--- config.mk ---
export PLATFORM = sky130hd
export DESIGN_NAME = score_keeper
export DESIGN_NICKNAME = d
export VERILOG_FILES = /design/src/rtl/score_keeper.sv
export SDC_FILE = /design/constraint.sdc
export NUM_CORES = 1
export LEC_CHECK = 0
export ABC_AREA = 1
export BUFFER_PORTS_ARGS = -buffer_cell sky130_fd_sc_hd__buf_4
export CAP_MARGIN = 10
export CELL_PAD_IN_SITES_DETAIL_PLACEMENT = 1
export CELL_PAD_IN_SITES_GLOBAL_PLACEMENT = 2
export CORE_ASPECT_RATIO = 1.25
export CORE_MARGIN = 5
export CORE_UTILIZATION = 37
export CTS_CLUSTER_DIAMETER = 60
export CTS_CLUSTER_SIZE = 24
export DETAILED_ROUTE_END_ITERATION = 16
export PLACE_DENSITY_LB_ADDON = 0.1
export SKIP_LAST_GASP = 1
export SLEW_MARGIN = 0
export SYNTH_ARGS = -nofsm -noshare
export SYNTH_HDL_FRONTEND = slang
export SYNTH_SLANG_ARGS = --single-unit
--- constraint.sdc ---
create_clock -name clk -period 7.8 [get_ports clk]
set_input_delay 2.34 -clock clk [delete_from_list [all_inputs] [get_ports clk]]
set_output_delay 2.34 -clock clk [all_outputs]
set_load 0.01 [all_outputs]
--- src/rtl/score_keeper.sv ---
// Pong match controller: turns point edges into two binary scores and
// sequences serve delay, win-by-two, game-over hold and restart.
module score_keeper #(
  parameter int WIN_SCORE   = 11,
  parameter int HOLD_CYCLES = 50_000_000
) (
  input  logic        clk,
  input  logic        rst_n,
  input  logic        point_p1,
  input  logic        point_p2,
  input  logic        new_game,
  output logic [15:0] displayNumber1,
  output logic [15:0] displayNumber2,
  output logic        serve_en,
  output logic        serve_dir,
  output logic        game_over,
  output logic        winner
);

  localparam int              CW     = (HOLD_CYCLES > 1) ? $clog2(HOLD_CYCLES) : 1;
  localparam logic [CW-1:0]   RELOAD = CW'(HOLD_CYCLES - 1);
  localparam logic [16:0]     WIN17  = 17'(WIN_SCORE);
  localparam logic [15:0]     SAT    = 16'd9999;

  typedef enum logic [1:0] {IDLE, SERVE, PLAY, OVER} state_t;

  state_t      state_q, state_d;
  logic [CW-1:0] cnt_q, cnt_d;
  logic [15:0] s1_q, s1_d, s2_q, s2_d;
  logic        dir_q, dir_d, en_q, en_d, over_q, over_d, win_q, win_d;
  logic        p1_prev_q, p2_prev_q, ng_prev_q;
  logic        p1_ev, p2_ev, ng_ev;
  logic [15:0] s1_inc, s2_inc;
  logic        p1_win, p2_win;

  assign p1_ev = point_p1 & ~p1_prev_q;
  assign p2_ev = point_p2 & ~p2_prev_q;
  assign ng_ev = new_game & ~ng_prev_q;

  assign s1_inc = (s1_q >= SAT) ? SAT : s1_q + 16'd1;
  assign s2_inc = (s2_q >= SAT) ? SAT : s2_q + 16'd1;

  // 17-bit compare so the +2 margin cannot wrap near saturation
  assign p1_win = ({1'b0, s1_inc} >= WIN17) && ({1'b0, s1_inc} >= {1'b0, s2_q} + 17'd2);
  assign p2_win = ({1'b0, s2_inc} >= WIN17) && ({1'b0, s2_inc} >= {1'b0, s1_q} + 17'd2);

  always_comb begin
    state_d = state_q;
    cnt_d   = cnt_q;
    s1_d    = s1_q;
    s2_d    = s2_q;
    dir_d   = dir_q;
    win_d   = win_q;
    if (ng_ev) begin
      state_d = SERVE;
      cnt_d   = RELOAD;
      s1_d    = '0;
      s2_d    = '0;
      dir_d   = 1'b0;
    end else begin
      case (state_q)
        SERVE: begin
          if (cnt_q == '0) state_d = PLAY;
          else             cnt_d   = cnt_q - 1'b1;
        end
        PLAY: begin
          if (p1_ev && !p2_ev) begin
            s1_d  = s1_inc;
            dir_d = 1'b1;
            if (p1_win) begin
              state_d = OVER;
              win_d   = 1'b0;
            end else begin
              state_d = SERVE;
              cnt_d   = RELOAD;
            end
          end else if (p2_ev && !p1_ev) begin
            s2_d  = s2_inc;
            dir_d = 1'b0;
            if (p2_win) begin
              state_d = OVER;
              win_d   = 1'b1;
            end else begin
              state_d = SERVE;
              cnt_d   = RELOAD;
            end
          end
        end
        default: ;
      endcase
    end
    en_d   = (state_d == PLAY);
    over_d = (state_d == OVER);
  end

  always_ff @(posedge clk or negedge rst_n) begin
    if (!rst_n) begin
      state_q   <= IDLE;
      cnt_q     <= '0;
      s1_q      <= '0;
      s2_q      <= '0;
      dir_q     <= 1'b0;
      en_q      <= 1'b0;
      over_q    <= 1'b0;
      win_q     <= 1'b0;
      p1_prev_q <= 1'b0;
      p2_prev_q <= 1'b0;
      ng_prev_q <= 1'b0;
    end else begin
      state_q   <= state_d;
      cnt_q     <= cnt_d;
      s1_q      <= s1_d;
      s2_q      <= s2_d;
      dir_q     <= dir_d;
      en_q      <= en_d;
      over_q    <= over_d;
      win_q     <= win_d;
      p1_prev_q <= point_p1;
      p2_prev_q <= point_p2;
      ng_prev_q <= new_game;
    end
  end

  assign displayNumber1 = s1_q;
  assign displayNumber2 = s2_q;
  assign serve_en       = en_q;
  assign serve_dir      = dir_q;
  assign game_over      = over_q;
  assign winner         = win_q;

endmodule
### Word-level counts from Yosys, hierarchy flattened

Index checks and enable logic that the tools add are counted.

* register bits after elaboration: 67
* bits of input ports: 5
* word-level logic and storage cells: 89

* add/subtract/negate cells: 5
* order comparisons: 6
* eq/ne operators: 10
* mux-type cells: 31
* bitwise logic cells: 7
* reductions and logical operators: 19

Operator list (number)
* $mux 26: 6
* $mux 16: 9
* $pmux 26 s2: 1
* $add 16x2->17 const B: 2
* $ge 16x17->1: 2
* $add 16x1->16 const B: 2
* $ge 16x14->1 const B: 2
* $ge 16x4->1 const B: 2
* $logic_not 26->1: 1
* $sub 26x1->26 const B: 1
* $mux 2: 6
* $ne 4x4->1 const B: 3
* $reduce_and 5->1: 2
* $reduce_bool 2->1: 5
* $mux 1: 8
* $eq 2x2->1 const B: 3
* $reduce_bool 3->1: 2
* $logic_and 1x1->1: 4
* $ne 2x2->1 const B: 2
* $not 1->1: 4
* $pmux 2 s2: 1
* $reduce_and 2->1: 2
* $and 1x1->1: 3
* $ne 3x3->1 const B: 1
* 3 further kinds: 4

### Logic depth before layout (Yosys ltp)

* word-level depth: 10
* gate-level depth with buffers: 26

### Worst setup path after synthesis

Ideal clock, no wire load.

* path type: input -> register
* from: input port point_p2
* to: register s2_q[11], in the netlist displayNumber2[11]
* setup time: 140 ps
* arrival time: 3648 ps
* data required time: 7660 ps
* setup slack: 4012 ps
* stages on the path: 9
* buffers on the path: 1
* cell sequence: inv_1 > nor2_1 > inv_1 > ha_1 > nor2_1 > nand2_1 > nand2_1 > clkbuf_1 > o32ai_1

* longest elaborated chain between the ends: 5
* elaborated cells on any way between the ends: 7
* those cells by class: eq/ne (1); bitwise (1); reduce/logical (5)

RTL lines
* start: declaration: RTL line 10 `input logic point_p2,`
* $and 1x1->1 *: RTL line 37 `assign p2_ev = point_p2 & ~p2_prev_q;`
* $logic_not 1->1: RTL line 67 `if (p1_ev && !p2_ev) begin`
* $logic_and 1x1->1: RTL line 67
* $ne 2x2->1 (no source line)
* $reduce_and 3->1 (no source line) *
* end signal: assignment: RTL line 101 `s2_q <= '0;`
* end signal: assignment: RTL line 113 `s2_q <= s2_d;`
* end: declaration: RTL line 29 `logic [15:0] s1_q, s1_d, s2_q, s2_d;`

Every way passes the cells marked *; elsewhere a longest branch is shown, timed or not.
A chain may end at the register's enable or synchronous reset.

### Worst setup path after layout

* from: input port new_game
* to: register cnt_q[20]

* longest elaborated chain between the ends: 3
* elaborated cells on any way between the ends: 8
* those cells by class: eq/ne (4); mux (1); bitwise (1); reduce/logical (2)

RTL lines
* start: declaration: RTL line 11 `input logic new_game,`
* $and 1x1->1 *: RTL line 38 `assign ng_ev = new_game & ~ng_prev_q;`
* $ne 4x4->1 (no source line), or another cell as far along
* $reduce_and 5->1 (no source line)
* end signal: assignment: RTL line 111 `cnt_q <= cnt_d;`
* end: declaration: RTL line 28 `logic [CW-1:0] cnt_q, cnt_d;`

Marked as above.

==> flow_summary.json <==
{
  "p_comb_frac": 0.087,
  "slew_headroom": 0.354,
  "synth_compound_area_frac": 0.0609,
  "ys_types": 40,
  "slew_violations": 0,
  "p_sw_frac": 0.271,
  "synth_seq_cells": 67,
  "cts_sinks": 67,
  "fin_worst_skew_ns": 0.0101,
  "peakVddDrop_v": 0.0000745,
  "synth_mux_area_frac": 0,
  "crit_type": "in -> reg",
  "highest_layer": "met4",
  "p_clk_frac": 0.493,
  "cts_hold_buf": 0,
  "routedWlPerCell_microns": 17.4,
  "vias": 5641,
  "die-area_sq_um": 18000,
  "nets": 922,
  "drc": 0,
  "wl_microns": 19000,
  "synthXorXnorAreaFrac": 0.0782,
  "finalCritPeriodShare": 0.578,
  "synth_area_sq_um": 5710,
  "place_congestion": 0.836,
  "rsz0062_at_grt": "no",
  "ys_top_cells_by_area": "dfrtp_1 (29%), nand2_1 (14%), ha_1 (9.0%)",
  "ant_nets": 0,
  "setup-violations-final": 0,
  "seqPwrFrac": 0.420,
  "synth-adder-area-share": 0.0899,
  "postCtsResizedCells": 0,
  "antennaDiodeCount": 0,
  "cts_tree": "done",
  "die_h_microns": 149,
  "power_density_nw_per_um2": 135,
  "port_buffers": 40,
  "grt_pass1_vias": 5966,
  "cp.required_ns": 8.04,
  "fin_crit_ns": 4.51,
  "p_int_w": 0.000640,
  "yosysTopAreaCellShare": 0.294,
  "synthSimpleGateAreaFrac": 0.387,
  "antenna_found_initial": 0,
  "mostFrequentLayoutCell": "nand2_1",
  "cp-end-kind": "flop",
  "stdcell_area_sq_um": 6500,
  "core_sq_um": 15100,
  "wl_met3_microns": 380,
  "drive_gt1_frac": 0.111,
  "grt_pass1_wl_microns": 31200,
  "hold_start": "cnt_q[25]$_DFFE_PN0P_",
  "whs_ns": 0.505,
  "h-tree-depth": 3,
  "dp_hpwl_microns": 14800,
  "finalHoldViolCount": 0,
  "max_freq_mhz": 222,
  "synth_area_per_cell_sq_um": 6.83,
  "grt_overflow": 0,
  "rows": 50,
  "synth_cells": 836,
  "grtUsageTotal": 0.221,
  "max_cap_viol_count": 0,
  "post_dp_cell_area_sq_um": 6190,
  "yosysSeqAreaShare": 0.294,
  "hold_class": "reg -> reg",
  "postCtsSetupBuffers": 0,
  "cts_made_buffers": 9,
  "status": "finished clean",
  "cts-root-buf": "clkbuf_16",
  "met2_length_microns": 10300,
  "crit_start": "new_game",
  "clkLatencyLatePin_ns": 0.36,
  "initial_utilization": 0.379,
  "p_switching_w": 0.000238,
  "utilization": 0.431,
  "synth_top_family_by_area": "simple AND/OR/NAND/NOR gates",
  "via_per_inst": 5.18,
  "io-pin-count": 41,
  "r2r_start": "displayNumber2[1]$_DFFE_PN0P_",
  "synth.largest_area_cell": "dfrtp_1",
  "drtIter0Drc": 221,
  "fp.dieW_microns": 121,
  "synth_warnings": 0,
  "setup_tns_ns": 0,
  "path_clk_slew_ns": 0.06,
  "leakagePower_nw": 3.29,
  "tightest_slew_ns": 0.965,
  "crit_fanout": 31,
  "area_growth_pct": 13.9,
  "dr.pass1.iters": 4,
  "grt_start_max_net_pins": 68,
  "arrival_ns": 4.75,
  "startpoint_type": "input port",
  "drt-met1-wl_microns": 7810,
  "clk_path_buf_depth": 2,
  "final_cell_mix": "nand2_1 (209), nor2_1 (110), inv_1 (100)"
}
## per-stage QoR
step / instances / power [W] / setup WS, ns
finish: 1089 / 0.000878 / 3.29
global route: 1089 / 0.000919 / 3.08
CTS: 1089 / 0.000891 / 3.26
detailed placement: 1073 / 0.000452 / 2.87
global placement: 1073 / 0.000449 / 2.96
floorplan: 839 / 0.000420 / 4.01
## routing by layer
layer | vias up | global-route usage
met5 | - | 0
met4 | 0 | 0.0839
met3 | 28 | 0.0281
met2 | 67 | 0.417
met1 | 2757 | 0.251
li1 | 2789 | -
## cells in the mapped netlist, drive strengths merged
cell and count:
or2 13, a211oi 1, o21bai 1, o211ai 2
buf 9, a21oi 14, o22ai 13, o21ai 22
nand2 217, dfrtp 67, nand3 87, conb 1
nand3b 4, xor2 45, ha 41, inv 106
nor3b 1, o32ai 3, nor4 2, xnor2 6
o21a 1, nor2 119, clkbuf 6, nor3 19
a21o 1, nand4 31, clkinv 4
## final timing paths
path                       depth (start not counted)  slack (ns)                             end
setup / recovery                                  11        3.29           cnt_q[20]$_DFFE_PN0P_
hold / removal                                     2        0.50           cnt_q[25]$_DFFE_PN0P_
setup reg to reg                                  20        3.63           cnt_q[20]$_DFFE_PN0P_
hold reg to reg                                    2        0.50           cnt_q[25]$_DFFE_PN0P_
max in group asynchronous                          1        5.06            cnt_q[3]$_DFFE_PN0P_
min in group asynchronous                          1        2.13  displayNumber2[13]$_DFFE_PN0P_
## layout make-up
cell class                 count  area (sq um)
inverter                     110           418
clock buffer                  11           243
clock inverter                 5          62.6
fill                        1939          8580
timing repair buffer          41           308
multi-input combinational    647          3530
sequential                    67          1680
tap                          208           260
## flip-flops by register name, indices dropped and copies added, names as in the netlist
| signal | count |
|---|---|
| p2_prev_q | 1 |
| winner | 1 |
| ng_prev_q | 1 |
| state_q | 2 |
| cnt_q | 26 |
| serve_en | 1 |
| serve_dir | 1 |
| displayNumber1 | 16 |
| p1_prev_q | 1 |
| game_over | 1 |
| displayNumber2 | 16 |
## kinds of logic after synthesis
kind of cell | after synthesis
compound gates | 58
xor+xnor | 51
fa+ha+maj | 41
buf+inv | 125
flops | 67
other cells | 1
simple gates | 493
## critical path, cell delays in order
cell      delay (ns)
buf_4           0.08
inv_1           0.03
nor2_1          0.72
clkinv_1        0.25
buf_4           0.32
nand3_1         0.14
nand3_2         0.10
inv_4           0.26
nand2_4         0.26
nand2_1         0.15
nand2_1         0.07
## power by group through the flow
| stage | Sequential (W) | Combinational (W) | Clock [W] |
|---|---|---|---|
| 2_1_floorplan | 0.000371 | 0.0000484 | 0 |
| 3_3_place_gp | 0.000374 | 0.0000754 | 0 |
| 5_1_grt | 0.000370 | 0.0000880 | 0.000461 |
| 4_1_cts | 0.000368 | 0.0000776 | 0.000446 |
| 3_5_place_dp | 0.000374 | 0.0000776 | 0 |
| 6_report | 0.000368 | 0.0000764 | 0.000433 |
(Power assumes the default switching activity.)
